## config.mk

```make
export PLATFORM = sky130hd
export DESIGN_NAME = eda_push_queue_flat
export DESIGN_NICKNAME = d
export VERILOG_FILES = /design/src/rtl/eda_pkg.sv /design/src/rtl/eda_push_queue_if.sv /design/src/rtl/eda_sync_fifo.sv /design/src/rtl/eda_push_queue.sv /design/src/flat_wrapper.sv
export SDC_FILE = /design/constraint.sdc
export NUM_CORES = 1
export LEC_CHECK = 0
export BUFFER_PORTS_ARGS = -buffer_cell sky130_fd_sc_hd__buf_2
export CAP_MARGIN = 5
export CORE_UTILIZATION = 30
export DETAILED_ROUTE_END_ITERATION = 8
export PLACE_DENSITY_LB_ADDON = 0.08
export REMOVE_ABC_BUFFERS = 1
export SLEW_MARGIN = 20
export SYNTH_ARGS = -nofsm -noshare
export SYNTH_HDL_FRONTEND = slang
export SYNTH_SLANG_ARGS = --single-unit
```

## constraint.sdc

```tcl
create_clock -name clk -period 4.3 [get_ports clk]
set_input_delay 0.645 -clock clk [delete_from_list [all_inputs] [get_ports clk]]
set_output_delay 0.645 -clock clk [all_outputs]
set_load 0.005 [all_outputs]
```

## src/rtl/eda_pkg.sv

```systemverilog
// Shared definitions for the regional-max push queue: neighbour offset tables,
// serializer state encoding and the lowest-set-bit picker.
package eda_pkg;

    localparam int NBR_COUNT = 8;
    localparam int NBR_IDX_W = 3;

    typedef enum logic [0:0] {
        IDLE = 1'b0,
        SER  = 1'b1
    } ser_state_t;

    // Row/column offsets of the eight neighbours, indexed by mask bit.
    localparam int NBR_DR [NBR_COUNT] = '{-1, -1, -1,  0,  0,  1,  1,  1};
    localparam int NBR_DC [NBR_COUNT] = '{-1,  0,  1, -1,  1, -1,  0,  1};

    function automatic logic [NBR_IDX_W-1:0] lowest_set_bit(input logic [NBR_COUNT-1:0] mask);
        logic [NBR_IDX_W-1:0] idx;
        idx = '0;
        for (int k = NBR_COUNT - 1; k >= 0; k--) begin
            if (mask[k]) idx = NBR_IDX_W'(k);
        end
        return idx;
    endfunction

    function automatic int nbr_offset(input logic [NBR_IDX_W-1:0] idx, input int n_cols);
        return NBR_DR[idx] * n_cols + NBR_DC[idx];
    endfunction

endpackage

```

## src/rtl/eda_push_queue_if.sv

```systemverilog
// Push (mask + centre) and pop (neighbour address) handshakes of the push queue.
interface eda_push_queue_if #(
    parameter int ADDR_WIDTH = 8,
    parameter int MASK_WIDTH = 8
);
    logic                  push_valid;
    logic                  push_ready;
    logic [MASK_WIDTH-1:0] push_positions;
    logic [ADDR_WIDTH-1:0] center_addr;
    logic                  pop_valid;
    logic                  pop_ready;
    logic [ADDR_WIDTH-1:0] pop_addr;

    modport master (
        output push_valid, push_positions, center_addr, pop_ready,
        input  push_ready, pop_valid, pop_addr
    );

    modport slave (
        input  push_valid, push_positions, center_addr, pop_ready,
        output push_ready, pop_valid, pop_addr
    );
endinterface

```

## src/rtl/eda_sync_fifo.sv

```systemverilog
// Synchronous FIFO with a registered head entry, occupancy count and synchronous flush.
module eda_sync_fifo #(
    parameter int WIDTH = 8,
    parameter int DEPTH = 16,
    localparam int PTR_W = $clog2(DEPTH),
    localparam int CNT_W = $clog2(DEPTH) + 1
) (
    input  logic             clk,
    input  logic             reset,
    input  logic             flush,
    input  logic             wr_en,
    input  logic [WIDTH-1:0] wr_data,
    input  logic             rd_en,
    output logic [WIDTH-1:0] head,
    output logic [CNT_W-1:0] count,
    output logic             full,
    output logic             empty
);
    logic [WIDTH-1:0] mem [DEPTH];
    logic [PTR_W-1:0] wr_ptr_reg, rd_ptr_reg, rd_ptr_inc;
    logic [CNT_W-1:0] count_reg, count_next;
    logic [WIDTH-1:0] head_reg, head_next;
    logic             do_wr, do_rd;

    assign full       = (count_reg == CNT_W'(DEPTH));
    assign empty      = (count_reg == '0);
    assign do_wr      = wr_en & ~full;
    assign do_rd      = rd_en & ~empty;
    assign rd_ptr_inc = rd_ptr_reg + 1'b1;
    assign head       = head_reg;
    assign count      = count_reg;

    // The head follows the write data when the new entry lands directly in the head slot.
    always_comb begin
        head_next = head_reg;
        if (do_wr && (empty || (do_rd && count_reg == CNT_W'(1))))
            head_next = wr_data;
        else if (do_rd && count_reg > CNT_W'(1))
            head_next = mem[rd_ptr_inc];
    end

    always_comb begin
        count_next = count_reg;
        case ({do_wr, do_rd})
            2'b10:   count_next = count_reg + CNT_W'(1);
            2'b01:   count_next = count_reg - CNT_W'(1);
            default: count_next = count_reg;
        endcase
    end

    always_ff @(posedge clk) begin
        if (do_wr && !flush) mem[wr_ptr_reg] <= wr_data;
    end

    always_ff @(posedge clk or posedge reset) begin
        if (reset) begin
            wr_ptr_reg <= '0;
            rd_ptr_reg <= '0;
            count_reg  <= '0;
            head_reg   <= '0;
        end else if (flush) begin
            wr_ptr_reg <= '0;
            rd_ptr_reg <= '0;
            count_reg  <= '0;
            head_reg   <= '0;
        end else begin
            if (do_wr) wr_ptr_reg <= wr_ptr_reg + 1'b1;
            if (do_rd) rd_ptr_reg <= rd_ptr_inc;
            count_reg <= count_next;
            head_reg  <= head_next;
        end
    end
endmodule

```

## src/rtl/eda_push_queue.sv

```systemverilog
// Serialises a neighbour push mask into neighbour pixel addresses and queues them
// for the flood-fill window fetcher.
module eda_push_queue
    import eda_pkg::*;
#(
    parameter int M            = 16,
    parameter int N            = 16,
    parameter int WINDOW_WIDTH = 9,
    parameter int ADDR_WIDTH   = $clog2(M * N),
    parameter int DEPTH        = 16,
    parameter int CNT_WIDTH    = $clog2(DEPTH) + 1
) (
    input  logic                 clk,
    input  logic                 reset,
    input  logic                 flush,
    eda_push_queue_if.slave      q,
    output logic [CNT_WIDTH-1:0] fifo_count,
    output logic                 full,
    output logic                 empty,
    output logic                 overflow
);
    localparam int MASK_W = WINDOW_WIDTH - 1;

    ser_state_t            state_reg, state_next;
    logic [MASK_W-1:0]     mask_reg, mask_next;
    logic [ADDR_WIDTH-1:0] center_reg, center_next;
    logic                  overflow_reg;
    logic                  push_ready;
    logic                  wr_en;
    logic [ADDR_WIDTH-1:0] wr_data;
    logic [NBR_IDX_W-1:0]  bit_idx;

    assign bit_idx = lowest_set_bit(mask_reg);
    // Two's-complement truncation gives the required modulo-2^ADDR_WIDTH wrap.
    assign wr_data = ADDR_WIDTH'(32'(center_reg) + 32'(nbr_offset(bit_idx, N)));

    always_comb begin
        state_next  = state_reg;
        mask_next   = mask_reg;
        center_next = center_reg;
        push_ready  = 1'b0;
        wr_en       = 1'b0;
        case (state_reg)
            IDLE: begin
                push_ready = 1'b1;
                if (q.push_valid) begin
                    mask_next   = q.push_positions;
                    center_next = q.center_addr;
                    if (|q.push_positions) state_next = SER;
                end
            end
            SER: begin
                if (!full) begin
                    wr_en     = 1'b1;
                    mask_next = mask_reg & ~(MASK_W'(1) << bit_idx);
                    if (mask_next == '0) state_next = IDLE;
                end
            end
            default: state_next = IDLE;
        endcase
        if (flush) begin
            state_next = IDLE;
            mask_next  = '0;
        end
    end

    always_ff @(posedge clk or posedge reset) begin
        if (reset) begin
            state_reg    <= IDLE;
            mask_reg     <= '0;
            center_reg   <= '0;
            overflow_reg <= 1'b0;
        end else begin
            state_reg   <= state_next;
            mask_reg    <= mask_next;
            center_reg  <= center_next;
            if (flush)
                overflow_reg <= 1'b0;
            else if (q.push_valid && !push_ready)
                overflow_reg <= 1'b1;
        end
    end

    logic fifo_empty;

    eda_sync_fifo #(
        .WIDTH (ADDR_WIDTH),
        .DEPTH (DEPTH)
    ) u_fifo (
        .clk     (clk),
        .reset   (reset),
        .flush   (flush),
        .wr_en   (wr_en),
        .wr_data (wr_data),
        .rd_en   (q.pop_ready),
        .head    (q.pop_addr),
        .count   (fifo_count),
        .full    (full),
        .empty   (fifo_empty)
    );

    assign empty        = fifo_empty;
    assign q.pop_valid  = ~fifo_empty;
    assign q.push_ready = push_ready;
    assign overflow     = overflow_reg;
endmodule
```

## src/flat_wrapper.sv

```systemverilog
// flat-port wrapper written by rule: the top's interface ports become plain ports
module eda_push_queue_flat import eda_pkg::*;
#(
    parameter int M            = 16,
    parameter int N            = 16,
    parameter int WINDOW_WIDTH = 9,
    parameter int ADDR_WIDTH   = $clog2(M * N),
    parameter int DEPTH        = 16,
    parameter int CNT_WIDTH    = $clog2(DEPTH) + 1
)
  (clk, reset, flush, fifo_count, full, empty, overflow, q_push_valid, q_push_positions, q_center_addr, q_pop_ready, q_push_ready, q_pop_valid, q_pop_addr);
  eda_push_queue_if #(.ADDR_WIDTH(ADDR_WIDTH)) q_i ();
  input  logic clk;
  input  logic reset;
  input  logic flush;
  output logic [CNT_WIDTH-1:0] fifo_count;
  output logic full;
  output logic empty;
  output logic overflow;
  input wire logic [$bits(q_i.push_valid)-1:0] q_push_valid;
  input wire logic [$bits(q_i.push_positions)-1:0] q_push_positions;
  input wire logic [$bits(q_i.center_addr)-1:0] q_center_addr;
  input wire logic [$bits(q_i.pop_ready)-1:0] q_pop_ready;
  output wire logic [$bits(q_i.push_ready)-1:0] q_push_ready;
  output wire logic [$bits(q_i.pop_valid)-1:0] q_pop_valid;
  output wire logic [$bits(q_i.pop_addr)-1:0] q_pop_addr;
  assign q_i.push_valid = q_push_valid;
  assign q_i.push_positions = q_push_positions;
  assign q_i.center_addr = q_center_addr;
  assign q_i.pop_ready = q_pop_ready;
  assign q_push_ready = q_i.push_ready;
  assign q_pop_valid = q_i.pop_valid;
  assign q_pop_addr = q_i.pop_addr;
  eda_push_queue #(.M(M), .N(N), .WINDOW_WIDTH(WINDOW_WIDTH), .ADDR_WIDTH(ADDR_WIDTH), .DEPTH(DEPTH), .CNT_WIDTH(CNT_WIDTH)) u_core (.clk(clk), .reset(reset), .flush(flush), .q(q_i), .fifo_count(fifo_count), .full(full), .empty(empty), .overflow(overflow));
endmodule
```

## Word-level counts from Yosys, hierarchy flattened

Memories as Yosys holds them, arrays and structs flattened.
Cells that the tools add are included.

| storage, ports and cells | value |
|---|---|
| flip-flop bits (word level) | 39 |
| bits in writable memories | 128 |
| ROM bits | 512 |
| input port bits | 21 |
| output and inout port bits | 18 |
| word-level logic and storage cells | 89 |
| memories kept | 3 |

Memory list:

| name | depth | width | read ports | clocked after Yosys merged registers in | wr ports | line | source |
|---|---|---|---|---|---|---|---|
| (no name shown) | 8 | 32 | 1 | 0 | 0 | eda_pkg.sv:27 | `return NBR_DR[idx] * n_cols + NBR_DC[idx];` |
| (no name shown) | 8 | 32 | 1 | 0 | 0 | eda_pkg.sv:27 |  |
| u_core.u_fifo.mem | 16 | 8 | 1 | 0 | 1 | eda_sync_fifo.sv:19 | `logic [WIDTH-1:0] mem [DEPTH];` |

| cells by class | value |
|---|---|
| add/subtract/negate cells | 6 |
| $lt $le $gt $ge | 2 |
| equal/unequal tests | 6 |
| shifts and indexed selects | 1 |
| multiplexer cells | 38 |
| bitwise operators | 8 |
| reductions and logical operators | 17 |

Operators by type and width:

| kind | number |
|---|---|
| $mux W8 | 8 |
| $mux W3 | 8 |
| $mux W4 | 6 |
| $add A8 B8 Y8 | 2 |
| $pmux W8 S2 | 1 |
| $mux W1 | 12 |
| $pmux W5 S2 | 1 |
| $add A4 B1 Y4 const B | 2 |
| $and A8 B8 Y8 | 1 |
| $logic_not A8 Y1 | 1 |
| $not A8 Y8 | 1 |
| $reduce_or A8 Y1 | 1 |
| $shl A1 B3 Y8 const A | 1 |
| $ne A3 B3 Y1 const B | 2 |
| $reduce_bool A2 Y1 | 3 |
| $reduce_bool A3 Y1 | 2 |
| $add A5 B1 Y5 const B | 1 |
| $eq A5 B1 Y1 const B | 1 |
| $eq A5 B5 Y1 const B | 1 |
| $gt A5 B1 Y1 const B | 1 |
| $logic_and A1 B1 Y1 | 5 |
| $logic_not A5 Y1 | 1 |
| $mux W5 | 1 |
| $sub A5 B1 Y5 const B | 1 |
| other kinds (10) | 14 |

## Depth between registers and ports, before layout

Gate-level depths: netlist of the first run.

| logic depth | value |
|---|---|
| depth in word-level cells | 16 |
| gate-level depth with buffers | 16 |
| gate-level depth less buffers | 16 |

## Modules after synthesis

A second synthesis of the first run with hierarchy kept.

| second synthesis, totals | value |
|---|---|
| cells, all modules | 567 |
| area, all modules | 7851.3 sq um |

By module, submodules not included:

| module | instances | cells an instance | area each (sq um) | seq. area each (sq um) |
|---|---|---|---|---|
| eda_sync_fifo | 1 | 376 | 6257.3 | 4369.2 |
| eda_push_queue | 1 | 191 | 1594.0 | 450.4 |

## Worst setup path before layout of the first run

No wires, ideal clock.

| timing | value |
|---|---|
| kind | reg2reg |
| start | register u_core.mask_reg[0] |
| end | register u_core.u_fifo.head_reg[5], in the netlist u_core.u_fifo.head[5] |
| library setup time | 104 ps |
| arrival | 3848 ps |
| data required time | 4196 ps |
| path slack | 348 ps |
| cell stages (with the launch flop) | 13 |
| buffers on the path | 0 |
| period minus slack after synthesis | 3952 ps |
| path through | dfrtp_1 nor4_2 a21boi_1 mux2i_1 inv_1 ha_1 ha_1 fa_1 a21o_1 a21oi_1 xnor2_1 nand2_1 a221oi_1 |

| on the way | value |
|---|---|
| word-level cells in the longest chain between the ends | 9 |
| elaborated cells between the ends (all ways) | 12 |
| classes of those cells | add/sub (2); mux (7); bitwise (1); memory (2) |

Ends and longest elaborated chain:

| item | line | source |
|---|---|---|
| from (decl) | eda_push_queue.sv:25 | `logic [MASK_W-1:0] mask_reg, mask_next;` |
| from (signal assigned) | eda_push_queue.sv:75 | `mask_reg <= mask_next;` |
| $mux W3 * | eda_pkg.sv:21 | `if (mask[k]) idx = NBR_IDX_W'(k);` |
| $not A3 Y4 (not written as such) * | eda_pkg.sv:27 |  |
| $mem_v2 Z8 W32 | - |  |
| $mux W8 (not written as such) / $mux W4 (equally long branches) (2 in a row) | eda_pkg.sv:27 |  |
| $add A8 B8 Y8 * | eda_pkg.sv:27 |  |
| $add A8 B8 Y8 * | eda_push_queue.sv:35 | `assign wr_data = ADDR_WIDTH'(32'(center_reg) + 32'(nbr_offset(bit_idx, N)));` |
| named net u_core.u_fifo.wr_data[5] | eda_sync_fifo.sv:12 | `input logic [WIDTH-1:0] wr_data,` |
| $mux W8 * | eda_sync_fifo.sv:36 | `if (do_wr && (empty \|\| (do_rd && count_reg == CNT_W'(1))))` |
| $mux W8 * | eda_sync_fifo.sv:61 | `end else if (flush) begin` |
| to (signal assigned) | eda_sync_fifo.sv:70 | `head_reg <= head_next;` |
| to (decl) | eda_sync_fifo.sv:22 | `logic [WIDTH-1:0] head_reg, head_next;` |

The timed path passes the listed nets; every way through them passes the cells marked *. The select of a mux whose other input is x is not followed.
A chain may end at the register's enable or synchronous reset.

## Worst setup path in the final report of the first run

| timing | value |
|---|---|
| start | register u_core.mask_reg[4] |
| end | memory u_core.u_fifo.mem[10][7] (data pin) |

| on the way | value |
|---|---|
| word-level cells in the longest chain between the ends | 11 |
| elaborated cells between the ends (all ways) | 14 |
| classes of those cells | add/sub (2); mux (9); bitwise (1); memory (2) |

Ends and longest elaborated chain:

| item | line |
|---|---|
| $mux W3 * (5 in a row) | eda_pkg.sv:21 |
| $not A3 Y4 (not written as such) * | eda_pkg.sv:27 |
| $mem_v2 Z8 W32 | - |
| $mux W8 (not written as such) / $mux W4 (equally long branches) (2 in a row) | eda_pkg.sv:27 |
| $add A8 B8 Y8 * | eda_pkg.sv:27 |
| $add A8 B8 Y8 * | eda_push_queue.sv:35 |
| named net u_core.u_fifo.wr_data[7] | eda_sync_fifo.sv:12 |
| to (decl) | eda_sync_fifo.sv:19 |

Marks and branches as above.

==> results.toml, run 1 <==
[outcome]
status = "complete, no violations"

[route]
drtIter0Drc = 244
detail-route-antenna-nets = 0
vias_per_cell = 4.88
vias = 4373
wl_per_cell_um = 20.0
routed_wl_um = 17900
drc = 0
drt_first_pass_iters = 4

[synth]
async_reset_ff_share_pct = 23.4
synthCells = 506
ys_seq_area_share_pct = 63.2
synth_top_family_by_area = "multiplexers"
synth_fa_ha_area_share_pct = 4.99
yosysWarningCount = 0
synth-edff-count = 128
synth_compound_area_share_pct = 6.99
avgSynthCellArea_um2 = 15.1
ys_ff_latch = 167
synth_simple_gate_area_share_pct = 6.35
syn-cell-area_um2 = 7630
synth_xor_area_share_pct = 2.16
synth-main-ff-cell = "edfxtp_1"
synthMuxAreaShare_pct = 13.4
synth_cell_types = 53

[die]
die_h_um = 161
num_rows = 57
die_x_um = 161
core_area_um2 = 24600
initial_core_util_pct = 31.0
io-pin-count = 39
dieArea_um2 = 26100

[cells_and_area]
final_cells = 896
syn_to_final_growth_pct = 15.9
fillCellCount = 2391
final_common_cell = "edfxtp_1"
regMostFlops = "u_core.u_fifo.mem"
num_antenna_cells = 0
fin_nets = 608
layout-drive-gt1-share_pct = 24.1
layout_common_cells = "128 x edfxtp_1, 39 x nor2_1, 38 x buf_2, 38 x dfrtp_1, 32 x nand2_1"
fin_util_pct = 35.9
largest_reg_flops = 128

[grt]
grt_pass1_wl_um = 27500
antenna_found_initial = 0
grt_pass1_vias = 4630
overflow = 0
grt_start_max_net_pins = 40
grt.total_usage_pct = 14.6

[place]
dp.cells = 864
dp_slack_ps = 167
hpwl_um = 11800
portBuffers = 38
gp_congestion = 0.813

[worst_setup_path]
worstRegToRegCells = 15
cp_data_required_time_ps = 4400
critPathMaxFanout = 16
crit_path_end_kind = "flop"
worstSetupPathType = "reg -> reg"
reg2reg_from = "u_core.mask_reg[4]"
timing.rr.end = "u_core.u_fifo.mem[10][7]"
arrival_ps = 4070
cp-startpoint = "u_core.mask_reg[4]"
r2r_slack_ps = 340
endpoint = "u_core.u_fifo.mem[10][7]"
crit_path_start_kind = "flop"

[power]
irDropWorstVdd_uv = 259
total_leakage_power_nw = 3.20
p_per_area_nw_per_um2 = 712
total_power_mw = 6.30

[cts]
postCtsHoldBufs = 0
clockBufferDepth = 2
cts_tree = "yes"
cts_buffers = 17
cts_max_level = 4
path_clk_slew_ps = 70
clockRootBuffer = "clkbuf_16"
clk_latency_ps = 430
cts.sinks = 167

[sta]
finalWorstSetupSlack_ps = 338
fin_skew_ps = 16.5
timing.slew.headroom_pct = 33.4
setup_viol = 0
final-hold-violation-count = 0
worst_pin_slew_ps = 994
holdWs_ps = 339
drv_slew = 0
period_needed_ps = 3960
fmax_mhz = 252
fin_crit_sh_pct = 92.1

[job]
cap_violations = 0

[worst_hold_path]
hold_class = "in -> async"
worst min-delay path by stage:
stage | endpoint | slack [ps]
global placement | u_core.overflow | 470
floorplan | u_core.u_fifo.head[1] | 470
global route | u_core.u_fifo.count[0] | 390
detailed placement | u_core.overflow | 490
finish | u_core.u_fifo.count[0] | 340
CTS | u_core.mask_reg[7] | 360
cell type report:
cell class	instances	area, um2	area share, %
sequential	167	4820	54.5
multi-input combinational	291	2620	29.7
clock buffer	19	433	4.89
tap	324	405	4.58
timing repair buffer	58	340	3.85
clock inverter	13	131	1.49
inverter	24	90.1	1.02
per-stage QoR:
stage | TNS (ps) | area, um2
3_5_place_dp | 0 | 8270
5_1_grt | -432 | 8840
3_3_place_gp | 0 | 8270
4_1_cts | 0 | 8840
2_1_floorplan | 0 | 7490
6_report | 0 | 8840
worst max-delay path, stage by stage (launching register included):
cell,delay (ps)
dfrtp_1,430
o21bai_1,180
a21oi_1,160
nor2_1,70
nor2_1,140
ha_1,260
mux2i_2,260
inv_1,180
ha_1,310
ha_1,230
fa_1,490
a211oi_1,230
o21bai_1,100
a21oi_1,180
xor2_1,200
inv_1,230
where the power goes:
part	switching (mW)	leakage [nW]	internal, mW
Clock	0.692	0.269	0.768
Combinational	1.44	1.27	0.828
Sequential	0.0887	1.66	2.48
Total	2.23	3.20	4.07
cell usage after synthesis, drive strengths merged (12+ instances only):
| cell type | number | share of area, % |
|---|---|---|
| a21oi | 28 | 1.8 |
| buf | 12 | 1.2 |
| clkbuf | 12 | 0.59 |
| dfrtp | 39 | 13 |
| edfxtp | 128 | 50 |
| ha | 24 | 3.9 |
| inv | 23 | 1.1 |
| mux2i | 15 | 2.0 |
| mux4 | 33 | 10 |
| nand2 | 32 | 1.6 |
| nor2 | 39 | 1.9 |
| o21ai | 16 | 1.0 |
| xor2 | 12 | 1.5 |
timing repair:
| item | in CTS | in global routing |
|---|---|---|
| endpoints found under the setup margin | 0 | 17 |
| setup buffers | 0 | 0 |
| resized for setup | 0 | 2 |
metal layers:
| metal | share of wire (%) | up-vias | wire (um) | global-route usage [%] |
|---|---|---|---|---|
| li1 | - | 2031 | - | - |
| met1 | 46 | 2256 | 8230 | 19.0 |
| met2 | 50 | 77 | 8940 | 24.7 |
| met3 | 3.5 | 9 | 624 | 3.08 |
| met4 | 0.80 | 0 | 144 | 3.47 |
| met5 | 0 | - | 0 | 0 |
logic make-up after synthesis:
group,count (synthesis)
flip-flops,167
AND/OR/NAND/NOR,107
AO/OA/AOI/OAI,81
multiplexers,57
buffers and inverters,48
adder cells (fa/ha/maj),28
XOR/XNOR,18
No activity file was read; power rests on OpenSTA's default activity.
==> run 2, diff against run 1 <==
Settings changed: BUFFER_PORTS_ARGS -buffer_cell sky130_fd_sc_hd__buf_2 to default, DONT_BUFFER_PORTS from default to 1.
==> results.toml, run 2 (same netlist as run 1, synthesis figures left out) <==
[outcome]
status = "complete, no violations"

[sta]
period_needed_ps = 3960
drv_slew = 0
timing.slew.headroom_pct = 30.0
worst_pin_slew_ps = 1040
setup_viol = 0
fin_crit_sh_pct = 92.2
final-hold-violation-count = 0
grt_setup_unrepaired = "no"
fin_skew_ps = 12.2
fmax_mhz = 252
setup_tns_ps = 0

[power]
p_per_area_nw_per_um2 = 728
irDropWorstVdd_uv = 290
p_int_mw = 4.08
share_comb_of_total_power_pct = 34.6
p_sw_share_pct = 35.3
clock_power_share_pct = 24.4
total_leakage_power_nw = 3.04
p_seq_share_pct = 41.0
switching_power_mw = 2.23

[cts]
postCtsHoldBufs = 0
clk_latency_ps = 430
clockBufferDepth = 2
cts.sinks = 167
clockRootBuffer = "clkbuf_16"
cts_max_level = 4
cts_tree = "yes"
cts_buffers = 17
path_clk_slew_ps = 70

[grt]
grt_pass1_vias = 4395
grt_start_max_net_pins = 40
antenna_found_initial = 0
grt.total_usage_pct = 14.4
overflow = 0
grt_pass1_wl_um = 27100

[route]
drtIter0Drc = 203
detail-route-antenna-nets = 0
vias = 4149
wl_per_cell_um = 20.8
vias_per_cell = 4.84
drt_first_pass_iters = 4
routed_wl_um = 17800
drc = 0

[cells_and_area]
layout-drive-gt1-share_pct = 19.1
layout_common_cells = "128 x edfxtp_1, 39 x nor2_1, 38 x dfrtp_1, 32 x nand2_1, 28 x a21oi_1"
fillCellCount = 2390
fin_util_pct = 35.2
final_common_cell = "edfxtp_1"
regArea_um2 = 4820
syn_to_final_growth_pct = 13.7
fin_nets = 569
largest_reg_flops = 128
regMostFlops = "u_core.u_fifo.mem"
multi_input_area_um2 = 2620
num_antenna_cells = 0

[place]
hpwl_um = 11500
gp_congestion = 0.734
portBuffers = 0

[worst_setup_path]
crit_path_end_kind = "flop"
cp_data_required_time_ps = 4440
critPathMaxFanout = 16
arrival_ps = 4100
crit_path_start_kind = "flop"
worstSetupPathType = "reg -> reg"

[die]
core_area_um2 = 24600
num_rows = 57
dieArea_um2 = 26100
die_h_um = 161
initial_core_util_pct = 31.0
die_x_um = 161
io-pin-count = 39

[job]
cap_violations = 0

[worst_hold_path]
hold_class = "in -> reg"
==> run 2: changes by cell type in the layout (fill, tap and decap cells not counted), moves of 2 or more <==
cell | previous run | this run
buf_2 | 38 | 0
inv_2 | 1 | 3
inv_6 | 6 | 4
inv_8 | 2 | 5
==> run 2: path summary, 6_finish.rpt <==
kind | startpoint | end | cells after the start | slack, ps
worst max-delay path | u_core.mask_reg[7] | u_core.u_fifo.mem[8][7] | 16 | 340
worst max register to register | u_core.mask_reg[7] | u_core.u_fifo.mem[8][7] | 16 | 340
worst min-delay path | flush | u_core.mask_reg[1] | 1 | 280
worst min register to register | u_core.center_reg[1] | u_core.center_reg[1] | 1 | 530
min in group asynchronous | reset | u_core.u_fifo.count[4] | 1 | 300
max in group asynchronous | reset | u_core.u_fifo.rd_ptr_reg[0] | 1 | 3370
==> run 2: area by class of cell <==
class | instances | area share, %
clock buffer | 18 | 4.95
clock inverter | 14 | 1.85
inverter | 24 | 1.04
multi-input combinational | 291 | 30.3
sequential | 167 | 55.6
tap | 324 | 4.67
timing repair buffer | 19 | 1.64
==> run 2: what timing repair did <==
| item | in CTS | in global routing |
|---|---|---|
| gates resized for setup | 0 | 3 |
| setup endpoints to repair | 0 | 45 |
| buffers inserted | 0 | 0 |
==> run 2: per-layer routing <==
metal  global-route usage, %  vias to the layer above  routed length [um]
li1                        -                     1945                   -
met3                    3.83                        5                 919
met4                    3.60                        0                 121
met5                       0                        -                   0
met2                    23.4                       83                8620
met1                    19.1                     2116                8140
==> run 2: worst max-delay path, cell delays in order, from the launching register on <==
cell,delay (ps)
dfrtp_1,410
nor2b_1,140
o21bai_1,120
a21oi_1,80
nor2_1,130
nor2_1,80
ha_1,300
mux2i_2,290
inv_1,190
ha_1,310
ha_1,230
fa_1,490
a211oi_1,230
o21bai_1,100
a21oi_1,180
xor2_1,250
inv_2,170
==> run 2: through the flow <==
| stage | instances | hold slack [ps] | setup WS (ps) | cell area (um2) | power (mW) |
|---|---|---|---|---|---|
| after floorplan | 482 | 473 | 348 | 7490 | 4.03 |
| after global placement | 825 | 516 | 245 | 8070 | 4.80 |
| after detailed placement | 825 | 524 | 130 | 8070 | 4.85 |
| after CTS | 857 | 255 | 108 | 8660 | 6.40 |
| after global routing | 857 | 249 | 54.1 | 8670 | 6.69 |
| final | 857 | 275 | 337 | 8670 | 6.31 |
==> run 2: power groups by stage <==
stage / Clock [mW] / Combinational, mW / Sequential, mW
floorplan: 0 / 1.39 / 2.63
detailed placement: 0 / 2.23 / 2.63
finish: 1.54 / 2.18 / 2.59
global placement: 0 / 2.18 / 2.62
global route: 1.64 / 2.45 / 2.61
CTS: 1.58 / 2.23 / 2.59
